[config.mk]
export PLATFORM = sky130hd
export DESIGN_NAME = sh_ubc_nch
export DESIGN_NICKNAME = d
export VERILOG_FILES = /design/src/rtl/sh_ubc_nch_pkg.sv /design/src/rtl/sh_ubc_nch_cmp.sv /design/src/rtl/sh_ubc_nch.sv
export SDC_FILE = /design/constraint.sdc
export NUM_CORES = 1
export LEC_CHECK = 0
export ABC_CLOCK_PERIOD_IN_PS = 5300
export BUFFER_PORTS_ARGS = -buffer_cell sky130_fd_sc_hd__buf_2
export CORE_MARGIN = 4
export CORE_UTILIZATION = 51
export DETAILED_ROUTE_END_ITERATION = 16
export PLACE_DENSITY_LB_ADDON = 0.2
export SYNTH_ARGS = -nofsm -noshare
export SYNTH_HDL_FRONTEND = slang
export SYNTH_SLANG_ARGS = --single-unit
[constraint.sdc]
create_clock -name CLK -period 5.3 [get_ports CLK]
set_input_delay 0.53 -clock CLK [delete_from_list [all_inputs] [get_ports CLK]]
set_output_delay 0.53 -clock CLK [all_outputs]
set_load 0.005 [all_outputs]
[src/rtl/sh_ubc_nch_pkg.sv]
// Shared types, register init/mask constants and byte-merge helpers for the
// N-channel SH user break controller.
package sh_ubc_nch_pkg;

    localparam int UBC_CH_STRIDE = 16;

    // Break bus cycle register: only the low byte holds fields, upper byte reads 0.
    typedef struct packed {
        logic [7:0] rsvd;
        logic [1:0] cd;
        logic [1:0] id;
        logic [1:0] rw;
        logic [1:0] sz;
    } UBC_BBR_t;

    typedef struct packed {
        logic [7:0] cmf;
        logic [5:0] rsvd;
        logic       arm;
        logic       seq;
    } BRCR_t;

    localparam logic [31:0] BAR_INIT   = 32'h0000_0000;
    localparam logic [31:0] BAMR_INIT  = 32'h0000_0000;
    localparam logic [31:0] BAMR_WMASK = 32'hFFFF_FFFF;
    localparam logic [31:0] BAMR_RMASK = 32'hFFFF_FFFF;
    localparam logic [15:0] BBR_INIT   = 16'h0000;
    localparam logic [15:0] BBR_WMASK  = 16'h00FF;
    localparam logic [15:0] BBR_RMASK  = 16'h00FF;
    localparam logic [15:0] BRCR_INIT  = 16'h0000;
    localparam logic [15:0] BRCR_WMASK = 16'hFF01;
    localparam logic [15:0] BRCR_RMASK = 16'hFF03;

    // BAR write/read mask: only the compared address bits exist.
    function automatic logic [31:0] f_bar_mask(input int aw);
        logic [31:0] m;
        for (int i = 0; i < 32; i++) begin
            m[i] = (i < aw);
        end
        return m;
    endfunction

    function automatic logic [31:0] f_byte_merge(input logic [31:0] old_v,
                                                 input logic [31:0] di,
                                                 input logic [3:0]  ba,
                                                 input logic [31:0] wmask);
        logic [31:0] m;
        for (int b = 0; b < 4; b++) begin
            m[b*8 +: 8] = ba[b] ? wmask[b*8 +: 8] : 8'h00;
        end
        return (old_v & ~m) | (di & m);
    endfunction

    // Registers living in the upper half of their word see only BA[3:2].
    function automatic logic [15:0] f_merge_hi(input logic [15:0] old_v,
                                               input logic [15:0] di,
                                               input logic [1:0]  ba,
                                               input logic [15:0] wmask);
        logic [15:0] m;
        m[15:8] = ba[1] ? wmask[15:8] : 8'h00;
        m[7:0]  = ba[0] ? wmask[7:0]  : 8'h00;
        return (old_v & ~m) | (di & m);
    endfunction

endpackage

[src/rtl/sh_ubc_nch_cmp.sv]
// Single break channel comparator: combinational HIT from one channel's
// BAR/BAMR/BBR against the snooped bus cycle.
module sh_ubc_cmp
    import sh_ubc_nch_pkg::*;
#(
    parameter int ADDR_W = 28
) (
    input  logic [ADDR_W-1:0] i_bar,
    input  logic [ADDR_W-1:0] i_bamr,
    input  logic [1:0]        i_cd,
    input  logic [1:0]        i_id,
    input  logic [1:0]        i_rw,
    input  logic [1:0]        i_sz,
    input  logic [ADDR_W-1:0] i_mon_a,
    input  logic              i_mon_valid,
    input  logic              i_mon_we,
    input  logic [1:0]        i_mon_sz,
    input  logic              i_mon_if,
    input  logic              i_mon_dma,
    output logic              o_hit
);

    logic w_addr_ok;
    logic w_cd_ok;
    logic w_id_ok;
    logic w_rw_ok;
    logic w_sz_ok;

    // A 2'b00 qualifier field matches neither polarity, which disables the channel.
    assign w_addr_ok = (((i_mon_a ^ i_bar) & ~i_bamr) == '0);
    assign w_cd_ok   = i_mon_dma ? i_cd[1] : i_cd[0];
    assign w_id_ok   = i_mon_if  ? i_id[0] : i_id[1];
    assign w_rw_ok   = i_mon_we  ? i_rw[1] : i_rw[0];
    assign w_sz_ok   = (i_sz == 2'b00) || (i_sz == i_mon_sz);

    assign o_hit = i_mon_valid & w_addr_ok & w_cd_ok & w_id_ok & w_rw_ok & w_sz_ok;

endmodule

[src/rtl/sh_ubc_nch.sv]
// N-channel user break controller: IBUS register file, per-channel bus
// snooping comparators, sticky match flags, A-then-B sequencing and IRQ.
module sh_ubc_nch
    import sh_ubc_nch_pkg::*;
#(
    parameter int                CH       = 2,
    parameter int                ADDR_W   = 28,
    parameter logic [ADDR_W-1:0] REG_BASE = 28'h5FFFF90
) (
    input  logic              CLK,
    input  logic              RST,
    input  logic              CE_R,
    input  logic              CE_F,
    input  logic              RES_N,
    input  logic [ADDR_W-1:0] IBUS_A,
    input  logic [31:0]       IBUS_DI,
    output logic [31:0]       IBUS_DO,
    input  logic [3:0]        IBUS_BA,
    input  logic              IBUS_WE,
    input  logic              IBUS_REQ,
    output logic              IBUS_BUSY,
    output logic              IBUS_ACT,
    input  logic [ADDR_W-1:0] MON_A,
    input  logic              MON_VALID,
    input  logic              MON_WE,
    input  logic [1:0]        MON_SZ,
    input  logic              MON_IF,
    input  logic              MON_DMA,
    output logic              IRQ
);

    localparam int                IDX_W     = ADDR_W - 4;
    localparam logic [ADDR_W-1:0] WIN_END   = REG_BASE + ADDR_W'(UBC_CH_STRIDE * CH + 3);
    localparam logic [31:0]       BAR_WMASK = f_bar_mask(ADDR_W);

    logic [31:0]       r_bar  [CH];
    logic [31:0]       r_bamr [CH];
    UBC_BBR_t          r_bbr  [CH];
    logic [CH-1:0]     r_cmf;
    logic              r_arm;
    logic              r_seq;
    logic [31:0]       r_do;

    logic              w_init;
    logic              w_reg_sel;
    logic [ADDR_W-1:0] w_off;
    logic [IDX_W-1:0]  w_idx;
    logic [1:0]        w_sub;
    logic              w_unused_ok;
    logic              w_wr;
    logic              w_brcr_sel;
    logic              w_seq_wr;
    logic [CH-1:0]     w_hit;
    logic [CH-1:0]     w_set;
    logic [CH-1:0]     w_clr;
    logic              w_arm_nxt;
    logic [CH-1:0]     w_irq_mask;
    logic [7:0]        w_cmf8;
    BRCR_t             w_brcr;
    logic [31:0]       w_rdata;

    assign w_init     = RST | (CE_R & ~RES_N);
    assign w_reg_sel  = (IBUS_A >= REG_BASE) && (IBUS_A <= WIN_END);
    assign w_off      = IBUS_A - REG_BASE;
    assign w_idx      = w_off[ADDR_W-1:4];
    assign w_sub      = w_off[3:2];
    assign w_unused_ok = &{1'b0, w_off[1:0]};
    assign w_wr       = CE_R & w_reg_sel & IBUS_WE & IBUS_REQ;
    assign w_brcr_sel = (w_idx == IDX_W'(CH)) && (w_sub == 2'd0);
    assign w_seq_wr   = w_wr & w_brcr_sel & IBUS_BA[2];

    assign IBUS_BUSY = 1'b0;
    assign IBUS_ACT  = w_reg_sel & IBUS_REQ;
    assign IBUS_DO   = r_do;

    for (genvar g = 0; g < CH; g++) begin : g_ch
        sh_ubc_cmp #(
            .ADDR_W (ADDR_W)
        ) u_cmp (
            .i_bar       (r_bar[g][ADDR_W-1:0]),
            .i_bamr      (r_bamr[g][ADDR_W-1:0]),
            .i_cd        (r_bbr[g].cd),
            .i_id        (r_bbr[g].id),
            .i_rw        (r_bbr[g].rw),
            .i_sz        (r_bbr[g].sz),
            .i_mon_a     (MON_A),
            .i_mon_valid (MON_VALID),
            .i_mon_we    (MON_WE),
            .i_mon_sz    (MON_SZ),
            .i_mon_if    (MON_IF),
            .i_mon_dma   (MON_DMA),
            .o_hit       (w_hit[g])
        );
    end

    // Sequential mode gates channel 1 on an ARM that was set on an earlier edge.
    if (CH >= 2) begin : g_seq
        always_comb begin
            w_set     = w_hit;
            w_arm_nxt = r_arm;
            if (r_seq) begin
                w_set[1]  = w_hit[1] & r_arm;
                w_arm_nxt = w_hit[0] ? 1'b1 : (w_set[1] ? 1'b0 : r_arm);
            end
        end
    end else begin : g_noseq
        assign w_set     = w_hit;
        assign w_arm_nxt = 1'b0;
    end

    // Flags clear only on a written 0; a concurrent hit still wins below.
    assign w_clr = (w_wr & w_brcr_sel & IBUS_BA[3]) ? ~IBUS_DI[24 +: CH] : '0;

    always_comb begin
        w_irq_mask = '1;
        if (r_seq && (CH >= 2)) begin
            w_irq_mask[0] = 1'b0;
        end
    end

    assign IRQ = |(r_cmf & w_irq_mask);

    always_comb begin
        w_cmf8         = 8'h00;
        w_cmf8[CH-1:0] = r_cmf;
    end

    assign w_brcr = BRCR_t'{cmf: w_cmf8, rsvd: 6'd0, arm: r_arm, seq: r_seq};

    always_comb begin
        w_rdata = 32'h0;
        for (int n = 0; n < CH; n++) begin
            if (w_idx == IDX_W'(n)) begin
                case (w_sub)
                    2'd0:    w_rdata = r_bar[n];
                    2'd1:    w_rdata = r_bamr[n] & BAMR_RMASK;
                    2'd2:    w_rdata = {r_bbr[n] & BBR_RMASK, 16'h0000};
                    default: w_rdata = 32'h0;
                endcase
            end
        end
        if (w_brcr_sel) begin
            w_rdata = {w_brcr & BRCR_RMASK, 16'h0000};
        end
    end

    // Register file, flags and sequencing update on the rising phase
    always_ff @(posedge CLK) begin
        if (w_init) begin
            for (int n = 0; n < CH; n++) begin
                r_bar[n]  <= BAR_INIT;
                r_bamr[n] <= BAMR_INIT;
                r_bbr[n]  <= BBR_INIT;
            end
            r_cmf <= '0;
            r_arm <= BRCR_INIT[1];
            r_seq <= BRCR_INIT[0];
        end else if (CE_R) begin
            for (int n = 0; n < CH; n++) begin
                if (w_wr && (w_idx == IDX_W'(n))) begin
                    case (w_sub)
                        2'd0:    r_bar[n]  <= f_byte_merge(r_bar[n], IBUS_DI, IBUS_BA, BAR_WMASK);
                        2'd1:    r_bamr[n] <= f_byte_merge(r_bamr[n], IBUS_DI, IBUS_BA, BAMR_WMASK);
                        2'd2:    r_bbr[n]  <= f_merge_hi(r_bbr[n], IBUS_DI[31:16], IBUS_BA[3:2], BBR_WMASK);
                        default: ;
                    endcase
                end
            end
            r_cmf <= (r_cmf & ~w_clr) | w_set;
            if (w_seq_wr) begin
                r_seq <= IBUS_DI[16] & BRCR_WMASK[0];
                r_arm <= 1'b0;
            end else begin
                r_arm <= w_arm_nxt;
            end
        end
    end

    // Read data captured on the falling phase
    always_ff @(posedge CLK) begin
        if (w_init) begin
            r_do <= 32'h0;
        end else if (CE_F) begin
            r_do <= (w_reg_sel & IBUS_REQ & ~IBUS_WE) ? w_rdata : 32'h0;
        end
    end

endmodule

==> impl_metrics.py <==
metrics = {
    "timing": {
        "fmax_mhz": 291.7,
        "hold_viol_final": 0,
        "relSlewSlack_pct": 24.83,
        "rsz0062_at_grt": "no",
        "skew_ns": 0.01409,
        "setup_slack_ns": 1.872,
        "finalSetupTns_ns": 0,
        "finalSetupViolCount": 0,
        "worstMarginPinSlew_ns": 1.127,
        "period_needed_ns": 3.428,
        "post-route-period-util_pct": 64.67,
        "slew_violations": 0,
    },
    "logic_synthesis": {
        "ys_ff_latch": 172,
        "yosys.area.top_type": "edfxtp_1",
        "async_flop_share_pct": 0,
        "syn_area_um2": 9472,
        "ys_seq_area_share_pct": 50.73,
        "syn_avg_cell_area_um2": 9.970,
        "syn_inst": 950,
        "ys_warn_count": 0,
        "synthDistinctLibCells": 58,
        "synthFlopType": "edfxtp_1",
        "synth-edff-count": 136,
        "syn-num-nets": 1055,
        "synthTopCellsByArea": "edfxtp_1 43%, dfxtp_1 7.6%, a21oi_1 7.3%",
        "synth_top_area_share_pct": 43.12,
    },
    "worst_setup_path": {
        "cp.required_ns": 5.53,
        "cp-startpoint": "IBUS_A[2]",
        "worstPathArrival_ns": 3.66,
        "cp-end-kind": "register",
        "cp-start-kind": "primary input",
        "r2r_cells": 7,
        "worst-path-max-fanout": 64,
        "cp_slowest_cell": "nand3_4",
        "max_stage_delay_ns": 0.68,
        "r2r_slack_ns": 2.90,
        "timing.rr.start": "r_bar[0][51]",
        "path_class": "primary input to register",
        "path_cells": "buf_4 > or2_1 > a221o_1 > or4_1 > a211oi_2 > nand3_4 > a21oi_1",
        "r2r-end": "r_cmf[1]",
    },
    "cells_and_area": {
        "fin_nets": 1174,
        "drive_gt1_share_pct": 19.04,
        "most-common-layout-cells": "146 x nand2_1, 138 x a21oi_1, 137 x buf_2",
        "antennaDiodeCount": 0,
        "final_common_cell": "nand2_1",
        "area_growth_pct": 16.72,
        "fill_cells": 1550,
    },
    "clock_network": {
        "clk_latency_ns": 0.44,
        "cts_hold_buf": 0,
        "cts_tree": "done",
        "clk_pin_slew_ns": 0.06,
        "root_buffer": "clkbuf_16",
        "cts.sinks": 172,
        "cts_setup_buffers": 0,
        "cts_resized": 0,
        "cts_max_path_buffers": 2,
        "numCtsBuffers": 17,
        "cts.htree.levels": 4,
    },
    "routing": {
        "dr.pass1.iters": 7,
        "wl_per_cell_um": 21.47,
        "postRouteAntennaNets": 0,
        "drcViolationCount": 0,
        "drt_iter0_markers": 874,
        "viasPerCell": 6.025,
        "wl_um": 28150,
        "vias": 7899,
    },
    "run": {
        "cap_viol_max_count": 0,
    },
    "worst_hold_path": {
        "min_path_cells": 3,
        "hold_path_end": "r_seq",
        "min_from": "IBUS_DI[16]",
        "hp-class": "primary input to register",
    },
    "floorplanning": {
        "die_w_um": 144.3,
        "dieArea_um2": 20820,
        "core-area_um2": 18090,
        "ios": 140,
        "start_util_pct": 52.37,
        "die_y_um": 144.3,
        "fp-row-count": 49,
    },
    "grt": {
        "grt_max_degree": 65,
        "grt_usage_pct": 27.21,
        "grt_overflow": 0,
        "grt_pass1_wl_um": 43040,
        "antenna_found_initial": 0,
        "grt_pass1_vias": 7529,
    },
    "pwr": {
        "ir_worst_vdd_mv": 0.2774,
        "power_mw": 3.357,
        "leakagePower_nw": 4.015,
        "powerDensity_nw_per_um2": 303.6,
    },
    "place": {
        "place_hpwl_um": 19430,
        "dp_slack_ns": 1.389,
        "port_buffers": 138,
        "gp_congestion": 0.8771,
    },
    "status": {
        "status": "finished clean",
    },
}
## critical path, delay by kind of cell
kind,cells,cell delay [ns]
AO/OA/AOI/OAI,3,1.06
buffers and inverters,1,0.39
AND/OR/NAND/NOR,3,1.63
## state kept, by name, summed over array words and instances (netlist names)
register and flops:
r_arm 1, r_cmf 2, r_bamr 64, IBUS_DO 32
r_bar 56, r_bbr 16, r_seq 1
## metal layers
metal  share of wire [%]  up-vias  global-route usage [%]
met3                 8.5       29                   4.464
met5                   0        -                       0
li1                    -     3720                       -
met2                  47      387                   43.48
met4                 1.9        0                   7.511
met1                  43     3763                   38.67
## cell type report
cell class              count  area (um2)  area share, %
repair buffers            152       810.8          7.334
clock buffers              19       464.2          4.199
inverters                   8       30.03         0.2716
well taps                 229       286.5          2.592
clock inverters            13       234.0          2.116
multi-input cells         718        4425          40.03
flip-flops and latches    172        4805          43.46
## metrics by stage
step / hold WS (ns) / cells / cell area [um2] / util (%)
floorplan: 0.4487 / 950 / 9472 / -
global placement: 0.4300 / 1279 / 10360 / 57.27
detailed placement: 0.4367 / 1279 / 10360 / 57.27
CTS: 0.3474 / 1311 / 11060 / 61.13
global route: 0.3790 / 1311 / 11060 / 61.13
finish: 0.3654 / 1311 / 11060 / 61.13
## Yosys cell counts (2+ instances only)
cell / instances
nand4_1: 6
buf_6: 6
or2_1: 2
or3_1: 5
xnor2_1: 56
inv_1: 8
a211o_1: 2
nor2_1: 17
or4_1: 4
xor2_1: 2
o22a_1: 18
or2_2: 2
mux2_2: 3
a21oi_1: 138
o22ai_1: 28
a22oi_1: 10
dfxtp_1: 36
nor3b_1: 3
buf_4: 2
nand3b_1: 2
nand3_1: 4
mux2i_1: 61
a21oi_2: 6
nor4_1: 7
buf_1: 5
clkbuf_1: 38
o31ai_1: 7
a21o_1: 3
nor3_1: 6
edfxtp_1: 136
a221oi_1: 2
nand2_1: 146
o21ai_0: 60
nor2b_1: 2
nand2b_1: 90
o2111ai_1: 4
and4b_1: 2
## report_power, final
group	total, mW	internal (mW)	switching, mW
registers	1.56	1.51	0.0494
clock network	1.47	0.928	0.543
logic	0.331	0.130	0.201
## cell families (layout without fill, tap and decap cells)
logic type      after synthesis  in the layout  share of synthesized area (%)
compound gates              288            288                          17.78
xor+xnor                     58             58                          5.363
buf+inv                      60            192                          2.946
flops                       172            172                          50.73
mux                          64             64                          6.803
other cells                   1              1                        0.03959
simple gates                307            307                          16.34
## how the worst max path moves through the flow
stage                               end  cells after the start
after floorplan            r_bamr[0][0]                      7
after global placement     r_bar[0][55]                      9
after detailed placement  r_bamr[0][63]                      7
after CTS                  r_bamr[0][4]                      7
after global routing      r_bamr[0][63]                      7
final                     r_bamr[0][63]                      7
Power figures use the tool's default switching activity.
